[config.mk]
export PLATFORM = sky130hd
export DESIGN_NAME = mission_timer_1mhz_flat
export DESIGN_NICKNAME = d
export VERILOG_FILES = /design/src/rtl/mission_timer_1mhz_pkg.sv /design/src/rtl/mission_timer_1mhz_if.sv /design/src/rtl/mission_timer_1mhz_mod_counter.sv /design/src/rtl/mission_timer_1mhz.sv /design/src/flat_wrapper.sv
export SDC_FILE = /design/constraint.sdc
export NUM_CORES = 1
export LEC_CHECK = 0
export CORE_MARGIN = 2
export CORE_UTILIZATION = 60
export DETAILED_ROUTE_END_ITERATION = 7
export DONT_BUFFER_PORTS = 1
export GPL_ROUTABILITY_DRIVEN = 0
export GPL_TIMING_DRIVEN = 1
export PLACE_DENSITY_LB_ADDON = 0.08
export SYNTH_ARGS = -nofsm -noshare
export SYNTH_HDL_FRONTEND = slang
export SYNTH_SLANG_ARGS = --single-unit
[constraint.sdc]
create_clock -name CLK_1MHZ_IN -period 2.85 [get_ports CLK_1MHZ_IN]
set_input_delay 0.57 -clock CLK_1MHZ_IN [delete_from_list [all_inputs] [get_ports CLK_1MHZ_IN]]
set_output_delay 0.57 -clock CLK_1MHZ_IN [all_outputs]
set_load 0.03 [all_outputs]
[src/rtl/mission_timer_1mhz_pkg.sv]
// mission_timer_1mhz_pkg: shared timebase constants and snapshot state encoding
package mission_timer_1mhz_pkg;
    localparam int DEF_US_PER_MS = 1000;
    localparam int DEF_MS_PER_S  = 1000;
    localparam int DEF_SEC_WIDTH = 32;
    localparam int MS_WIDTH      = 10;
    typedef enum logic {IDLE = 1'b0, HOLD = 1'b1} snap_state_e;
endpackage

[src/rtl/mission_timer_1mhz_if.sv]
// mission_timer_1mhz_if: 4-phase snapshot REQ/ACK handshake with captured time pair
interface mission_timer_1mhz_if
    import mission_timer_1mhz_pkg::*;
#(
    parameter int SEC_WIDTH = DEF_SEC_WIDTH
) ();
    logic                 SNAP_REQ;
    logic                 SNAP_ACK;
    logic [SEC_WIDTH-1:0] SNAP_SEC;
    logic [MS_WIDTH-1:0]  SNAP_MS;
    modport master (output SNAP_REQ, input SNAP_ACK, SNAP_SEC, SNAP_MS);
    modport slave  (input SNAP_REQ, output SNAP_ACK, SNAP_SEC, SNAP_MS);
endinterface

[src/rtl/mission_timer_1mhz_mod_counter.sv]
// mission_timer_1mhz_mod_counter: modulo-N counter with enable, sync clear and terminal count
module mission_timer_1mhz_mod_counter #(
    parameter int N = 10,
    parameter int W = $clog2(N)
) (
    input  logic         clk_i,
    input  logic         rst_n_i,
    input  logic         en_i,
    input  logic         clr_i,
    output logic [W-1:0] cnt_o,
    output logic         tc_o
);
    logic [W-1:0] cnt_q, cnt_d;
    assign tc_o  = en_i && cnt_q == W'(N - 1);
    assign cnt_d = (clr_i || tc_o) ? '0 : en_i ? cnt_q + W'(1) : cnt_q;
    assign cnt_o = cnt_q;
    always_ff @(posedge clk_i or negedge rst_n_i) begin
        if (!rst_n_i) cnt_q <= '0;
        else          cnt_q <= cnt_d;
    end
endmodule

[src/rtl/mission_timer_1mhz.sv]
// mission_timer_1mhz: us/ms/s mission elapsed time with tick strobes, GPS seconds preload
// and coherent (sec, ms) snapshot over a 4-phase handshake.
module mission_timer_1mhz
    import mission_timer_1mhz_pkg::*;
#(
    parameter int US_PER_MS = DEF_US_PER_MS,
    parameter int MS_PER_S  = DEF_MS_PER_S,
    parameter int SEC_WIDTH = DEF_SEC_WIDTH
) (
    input  logic                 CLK_1MHZ_IN,
    input  logic                 RESET,
    input  logic                 ENABLE,
    input  logic                 SYNC_LOAD,
    input  logic [SEC_WIDTH-1:0] SEC_LOAD,
    mission_timer_1mhz_if.slave  snap,
    output logic                 TICK_1KHZ,
    output logic                 TICK_1HZ,
    output logic [SEC_WIDTH-1:0] SEC_COUNT,
    output logic [MS_WIDTH-1:0]  MS_COUNT,
    output logic                 OVERFLOW
);
    localparam int US_W = $clog2(US_PER_MS);
    logic [US_W-1:0]      us_cnt_unused;
    logic [MS_WIDTH-1:0]  ms_cnt;
    logic                 us_tc, ms_tc;
    logic [SEC_WIDTH-1:0] sec_q, sec_d, snap_sec_q, snap_sec_d;
    logic [MS_WIDTH-1:0]  snap_ms_q, snap_ms_d;
    logic                 ovf_q, ovf_d, tick_k_q, tick_k_d, tick_s_q, tick_s_d;
    snap_state_e          state_q, state_d;

    mission_timer_1mhz_mod_counter #(.N(US_PER_MS), .W(US_W)) u_us (
        .clk_i(CLK_1MHZ_IN), .rst_n_i(RESET), .en_i(ENABLE), .clr_i(SYNC_LOAD),
        .cnt_o(us_cnt_unused), .tc_o(us_tc)
    );
    mission_timer_1mhz_mod_counter #(.N(MS_PER_S), .W(MS_WIDTH)) u_ms (
        .clk_i(CLK_1MHZ_IN), .rst_n_i(RESET), .en_i(us_tc), .clr_i(SYNC_LOAD),
        .cnt_o(ms_cnt), .tc_o(ms_tc)
    );

    // Load wins over any carry on the same edge and suppresses that edge's ticks
    assign sec_d    = SYNC_LOAD ? SEC_LOAD : ms_tc ? sec_q + SEC_WIDTH'(1) : sec_q;
    assign ovf_d    = !SYNC_LOAD && (ovf_q || (ms_tc && &sec_q));
    assign tick_k_d = !SYNC_LOAD && us_tc;
    assign tick_s_d = !SYNC_LOAD && ms_tc;

    // Capture uses pre-edge registers, so a rollover or load on the same edge cannot tear the pair
    always_comb begin
        state_d    = state_q;
        snap_sec_d = snap_sec_q;
        snap_ms_d  = snap_ms_q;
        if (state_q == IDLE && snap.SNAP_REQ) begin
            state_d    = HOLD;
            snap_sec_d = sec_q;
            snap_ms_d  = ms_cnt;
        end else if (state_q == HOLD && !snap.SNAP_REQ) begin
            state_d = IDLE;
        end
    end

    always_ff @(posedge CLK_1MHZ_IN or negedge RESET) begin
        if (!RESET) begin
            sec_q      <= '0;
            ovf_q      <= 1'b0;
            tick_k_q   <= 1'b0;
            tick_s_q   <= 1'b0;
            state_q    <= IDLE;
            snap_sec_q <= '0;
            snap_ms_q  <= '0;
        end else begin
            sec_q      <= sec_d;
            ovf_q      <= ovf_d;
            tick_k_q   <= tick_k_d;
            tick_s_q   <= tick_s_d;
            state_q    <= state_d;
            snap_sec_q <= snap_sec_d;
            snap_ms_q  <= snap_ms_d;
        end
    end

    assign TICK_1KHZ     = tick_k_q;
    assign TICK_1HZ      = tick_s_q;
    assign SEC_COUNT     = sec_q;
    assign MS_COUNT      = ms_cnt;
    assign OVERFLOW      = ovf_q;
    assign snap.SNAP_ACK = state_q == HOLD;
    assign snap.SNAP_SEC = snap_sec_q;
    assign snap.SNAP_MS  = snap_ms_q;
endmodule

[src/flat_wrapper.sv]
// flat-port wrapper written by rule: the top's interface ports become plain ports
module mission_timer_1mhz_flat import mission_timer_1mhz_pkg::*;
#(
    parameter int US_PER_MS = DEF_US_PER_MS,
    parameter int MS_PER_S  = DEF_MS_PER_S,
    parameter int SEC_WIDTH = DEF_SEC_WIDTH
)
  (CLK_1MHZ_IN, RESET, ENABLE, SYNC_LOAD, SEC_LOAD, TICK_1KHZ, TICK_1HZ, SEC_COUNT, MS_COUNT, OVERFLOW, snap_SNAP_REQ, snap_SNAP_ACK, snap_SNAP_SEC, snap_SNAP_MS);
  mission_timer_1mhz_if #(.SEC_WIDTH(SEC_WIDTH)) snap_i ();
  input  logic CLK_1MHZ_IN;
  input  logic RESET;
  input  logic ENABLE;
  input  logic SYNC_LOAD;
  input  logic [SEC_WIDTH-1:0] SEC_LOAD;
  output logic TICK_1KHZ;
  output logic TICK_1HZ;
  output logic [SEC_WIDTH-1:0] SEC_COUNT;
  output logic [MS_WIDTH-1:0] MS_COUNT;
  output logic OVERFLOW;
  input wire logic [$bits(snap_i.SNAP_REQ)-1:0] snap_SNAP_REQ;
  output wire logic [$bits(snap_i.SNAP_ACK)-1:0] snap_SNAP_ACK;
  output wire logic [$bits(snap_i.SNAP_SEC)-1:0] snap_SNAP_SEC;
  output wire logic [$bits(snap_i.SNAP_MS)-1:0] snap_SNAP_MS;
  assign snap_i.SNAP_REQ = snap_SNAP_REQ;
  assign snap_SNAP_ACK = snap_i.SNAP_ACK;
  assign snap_SNAP_SEC = snap_i.SNAP_SEC;
  assign snap_SNAP_MS = snap_i.SNAP_MS;
  mission_timer_1mhz #(.US_PER_MS(US_PER_MS), .MS_PER_S(MS_PER_S), .SEC_WIDTH(SEC_WIDTH)) u_core (.CLK_1MHZ_IN(CLK_1MHZ_IN), .RESET(RESET), .ENABLE(ENABLE), .SYNC_LOAD(SYNC_LOAD), .SEC_LOAD(SEC_LOAD), .snap(snap_i), .TICK_1KHZ(TICK_1KHZ), .TICK_1HZ(TICK_1HZ), .SEC_COUNT(SEC_COUNT), .MS_COUNT(MS_COUNT), .OVERFLOW(OVERFLOW));
endmodule
==> results <==
- The unique cell type count in the Yosys netlist is 40.
- In this run the biggest area consumer among cell types represents 52.4% of the synthesized area.
- The clock period minus final worst setup slack is roughly 2400 ps.
- The flow ran to the end, and the final reports show no timing, DRC or antenna violations.
- The die covers 8520 sq um.
- The initial standard-cell utilization of the core is 61.2%.
- Combinational logic burns 14.4% of the power.
- In the synthesized netlist, the number of instances is 437.
- By area the synthesized netlist is led by sky130_fd_sc_hd__dfrtp_1 52%, sky130_fd_sc_hd__mux2_2 10%, sky130_fd_sc_hd__xor2_1 3.9%.
- Measured against its own limit, the worst slew margin works out to 63.2%.
- For this run, the detailed router's first-pass iteration total came to 5.
- The detailed router finished its first iteration with around 200 violations.
- Prior to clock tree synthesis, the placed netlist has a worst setup slack of 478 ps.
- The average instance area after synthesis is 10.7 sq um.
- Per report_power, the clock group accounts for 23.4% of the total.
- The number of global-route vias before repair is 3410.
- The quantity of I/O buffers inserted on ports is 0.
- The post-layout worst setup margin is between 400 and 500 ps.
- In the post-synthesis netlist, the cell with the most instances is sky130_fd_sc_hd__dfrtp_1.
- The transition time of the tightest slew-check pin is 552 ps.
- The endpoint type of the worst setup path is a flop.
- The number of nets in the final layout is 494.
- The register cell area after layout is 2450 sq um.
- The DRC violations left is 0.
- The final routed wirelength across all metal layers is slightly above 10000 microns.
- The worst setup path is of the flop to flop kind.
- The HPWL after detailed placement is 7160 microns.
- The number of antenna diodes in the final layout is 0.
- The number of cell rows is 32.
- The maximum VDD drop is 0.329 mV.
- In the finished design, the share of the clock period the worst path needs comes to 84.2%.
- The TritonCTS clock tree is done.
- The number of flip-flops and latches in the synthesized netlist is slightly below 100.
- The net count after synthesis is 478.
- The cell taking the most area after synthesis is sky130_fd_sc_hd__dfrtp_1.
- The initial antenna violation count is 0.
- The number of sinks on the clock net is 98.
- The final route contains 3459 vias.
- The arrival time at the worst endpoint is 2690 ps.
- Timing would allow up to between 0.4 and 0.5 GHz.
- The total leakage power is approximately 2.1 nW.
- The number of primary I/O pins is 125.
- Sequential cells account for 62.2% of the total power.
- The maximum number of pins on one net before global-route repair is 99.
- For this run, the total global-route usage over all layers was measured as 25.1%.
- In this run the post-CTS setup repair buffer count came out at 0.
- Cells with a size suffix above 1 make up between 20 and 25% of the layout.
- The dominant register cell in the synthesized netlist is sky130_fd_sc_hd__dfrtp_1.
- In the final routed layout, each cell accounts on average for 18.6 microns.
- The final-layout fill cell count is 590.
- The count of cells resized by post-cts repair is 0.
- The number of hold-slack violations in the final timing report is 0.
- The number of enable-type register cells in the synthesized netlist is 0.
- After detailed routing, the number of vias per cell comes to 6.19.
- The remaining antenna violation count after routing is 0.
- The total power is 0.00378 W.
- The setup clock skew after layout is 13.5 ps.
- The die is 92.3 microns tall.
- The tool flagged a number of max-cap violations equal to 0.
- The first-pass GRT wire length is 17000 microns.
- Clock tree synthesis selected as its root buffer the cell sky130_fd_sc_hd__clkbuf_8.
- The number of H-tree levels is 3.
- After synthesis, the share of flip-flops with an asynchronous set or reset is 100%.
- From synthesis to final layout, the design area changed by 9.65%.
- The clock passes through at most 2 buffers.
- The critical path startpoint category is a flop.
- The fraction of power spent switching nets is between 30% and 40%.
- Cell internal power was estimated by the tool at 0.00236 W.
- The die is 92.3 microns wide.
- For this design the ratio of total power to cell area is roughly 740 nW/um^2.
- The number of max-slew violations in the final report was 0.
- The global route total overflow is 0.
- Along the worst path, the maximum fanout reaches 8.
- The area occupied by multi-input gates is 2140 sq um.
- Setup total negative slack on the finished layout was measured at 0 ps.
- Setup repair after global routing left no endpoint under its margin.
- The clock insertion delay at the later pin of the skew report is between 300 and 400 ps.
- The clock-pin slew on the worst setup and hold paths is 90 ps.
- The commonest cells after synthesis are 98 x sky130_fd_sc_hd__dfrtp_1, 43 x sky130_fd_sc_hd__mux2_2, 42 x sky130_fd_sc_hd__nand2_1, 34 x sky130_fd_sc_hd__nor2_1, 27 x sky130_fd_sc_hd__nand4_1.
- The count of yosys warnings during synthesis is 0.
- Setup violations remaining at the end of the flow were counted as 0.
- The clock buffer count from CTS is 9.
- The worst hold path class is input port to async pin.
- Sequential cells were found to cover 52.4% of the synthesized design area.
- The core footprint is 7650 sq um.
- The worst register-to-register path has a depth of 5.
- The synthesized netlist occupies a cell area of 4680 sq um.
- The data required time at the worst endpoint is 3140 ps.
- The net switching power figure is 0.00142 W.
- The tightest hold path in the finished design has a slack of ~120 ps.
[per-stage QoR]
stage	util, %	cell area (sq um)	instances
final	67.1	5130	559
after global routing	67.1	5130	559
after CTS	66.8	5100	558
after detailed placement	64.2	4910	543
after global placement	64.2	4910	543
after floorplan	-	4680	437
[worst paths after layout]
path                                      startpoint                       to  slack [ps]
min in group CLK_1MHZ_IN                   SYNC_LOAD     u_core.u_ms.cnt_o[2]         280
worst max register to register  u_core.u_ms.cnt_o[8]     u_core.SEC_COUNT[31]         450
worst max-delay path            u_core.u_ms.cnt_o[8]     u_core.SEC_COUNT[31]         450
worst min register to register  u_core.u_us.cnt_o[1]     u_core.u_us.cnt_o[1]         560
worst min-delay path                           RESET  u_core.snap.SNAP_SEC[8]         120
max in group asynchronous                      RESET     u_core.SEC_COUNT[21]        2350
[cells by family after synthesis]
family	after synthesis	synth area share [%]
AO/OA/AOI/OAI	51	6.95
XOR/XNOR	28	5.24
adder cells (fa/ha/maj)	4	1.07
buffers and inverters	24	2.03
flip-flops	98	52.4
multiplexers	46	11.0
AND/OR/NAND/NOR	186	21.3
[layer usage]
layer	up-vias	share of wire (%)	track usage, %
met5	-	0	0
met4	0	1.7	9.70
met3	17	6.5	4.80
met2	126	47	38.6
met1	1712	45	35.6
li1	1604	-	-
[flip-flops by register name (all words and copies together) (netlist names)]
name / cells
u_core.OVERFLOW: 1
u_core.SEC_COUNT: 32
u_core.TICK_1HZ: 1
u_core.TICK_1KHZ: 1
u_core.snap.SNAP_ACK: 1
u_core.snap.SNAP_MS: 10
u_core.snap.SNAP_SEC: 32
u_core.u_ms.cnt_o: 10
u_core.u_us.cnt_o: 10
[cell usage in the layout, fill, tap and decap left out, drive strengths merged, types with 3 or more instances in the layout]
cell and instances:
dfrtp 98, mux2 43, nand2 42, nor2 34
nand4 27, buf 25, o21ai 23, xor2 21
nand3 16, or3 11, clkbuf 11, a31oi 10
nor3 9, and3 8, nor4 8, nor2b 7
xnor2 7, or4 6, and2 6, inv 4
o31ai 4, ha 4, nand2b 3, and4 3
mux2i 3, or2 3, a221o 3, a22oi 3
o31a 3, a21oi 3, clkinvlp 3
[area by class of cell]
cell class	instances	area share, %
inverters	4	0.293
repair buffers	25	4.05
multi-input cells	315	41.6
flip-flops and latches	98	47.8
well taps	102	2.49
clock buffers	11	2.75
clock inverters	4	1.02
[power groups by stage]
stage	clock network [W]	logic (W)	registers (W)
2_1_floorplan	0	0.000402	0.00235
3_3_place_gp	0	0.000494	0.00237
3_5_place_dp	0	0.000518	0.00238
4_1_cts	0.000907	0.000520	0.00235
5_1_grt	0.000956	0.000607	0.00238
6_report	0.000883	0.000545	0.00235
[worst max-delay path: stages (launching register included)]
cell and delay, ps:
sky130_fd_sc_hd__dfrtp_1 580, sky130_fd_sc_hd__nand4_1 270, sky130_fd_sc_hd__nor4_2 490, sky130_fd_sc_hd__nand4_1 390, sky130_fd_sc_hd__or4_1 510, sky130_fd_sc_hd__nand3_1 90
Note: power is estimated with default switching activity, not from simulation.
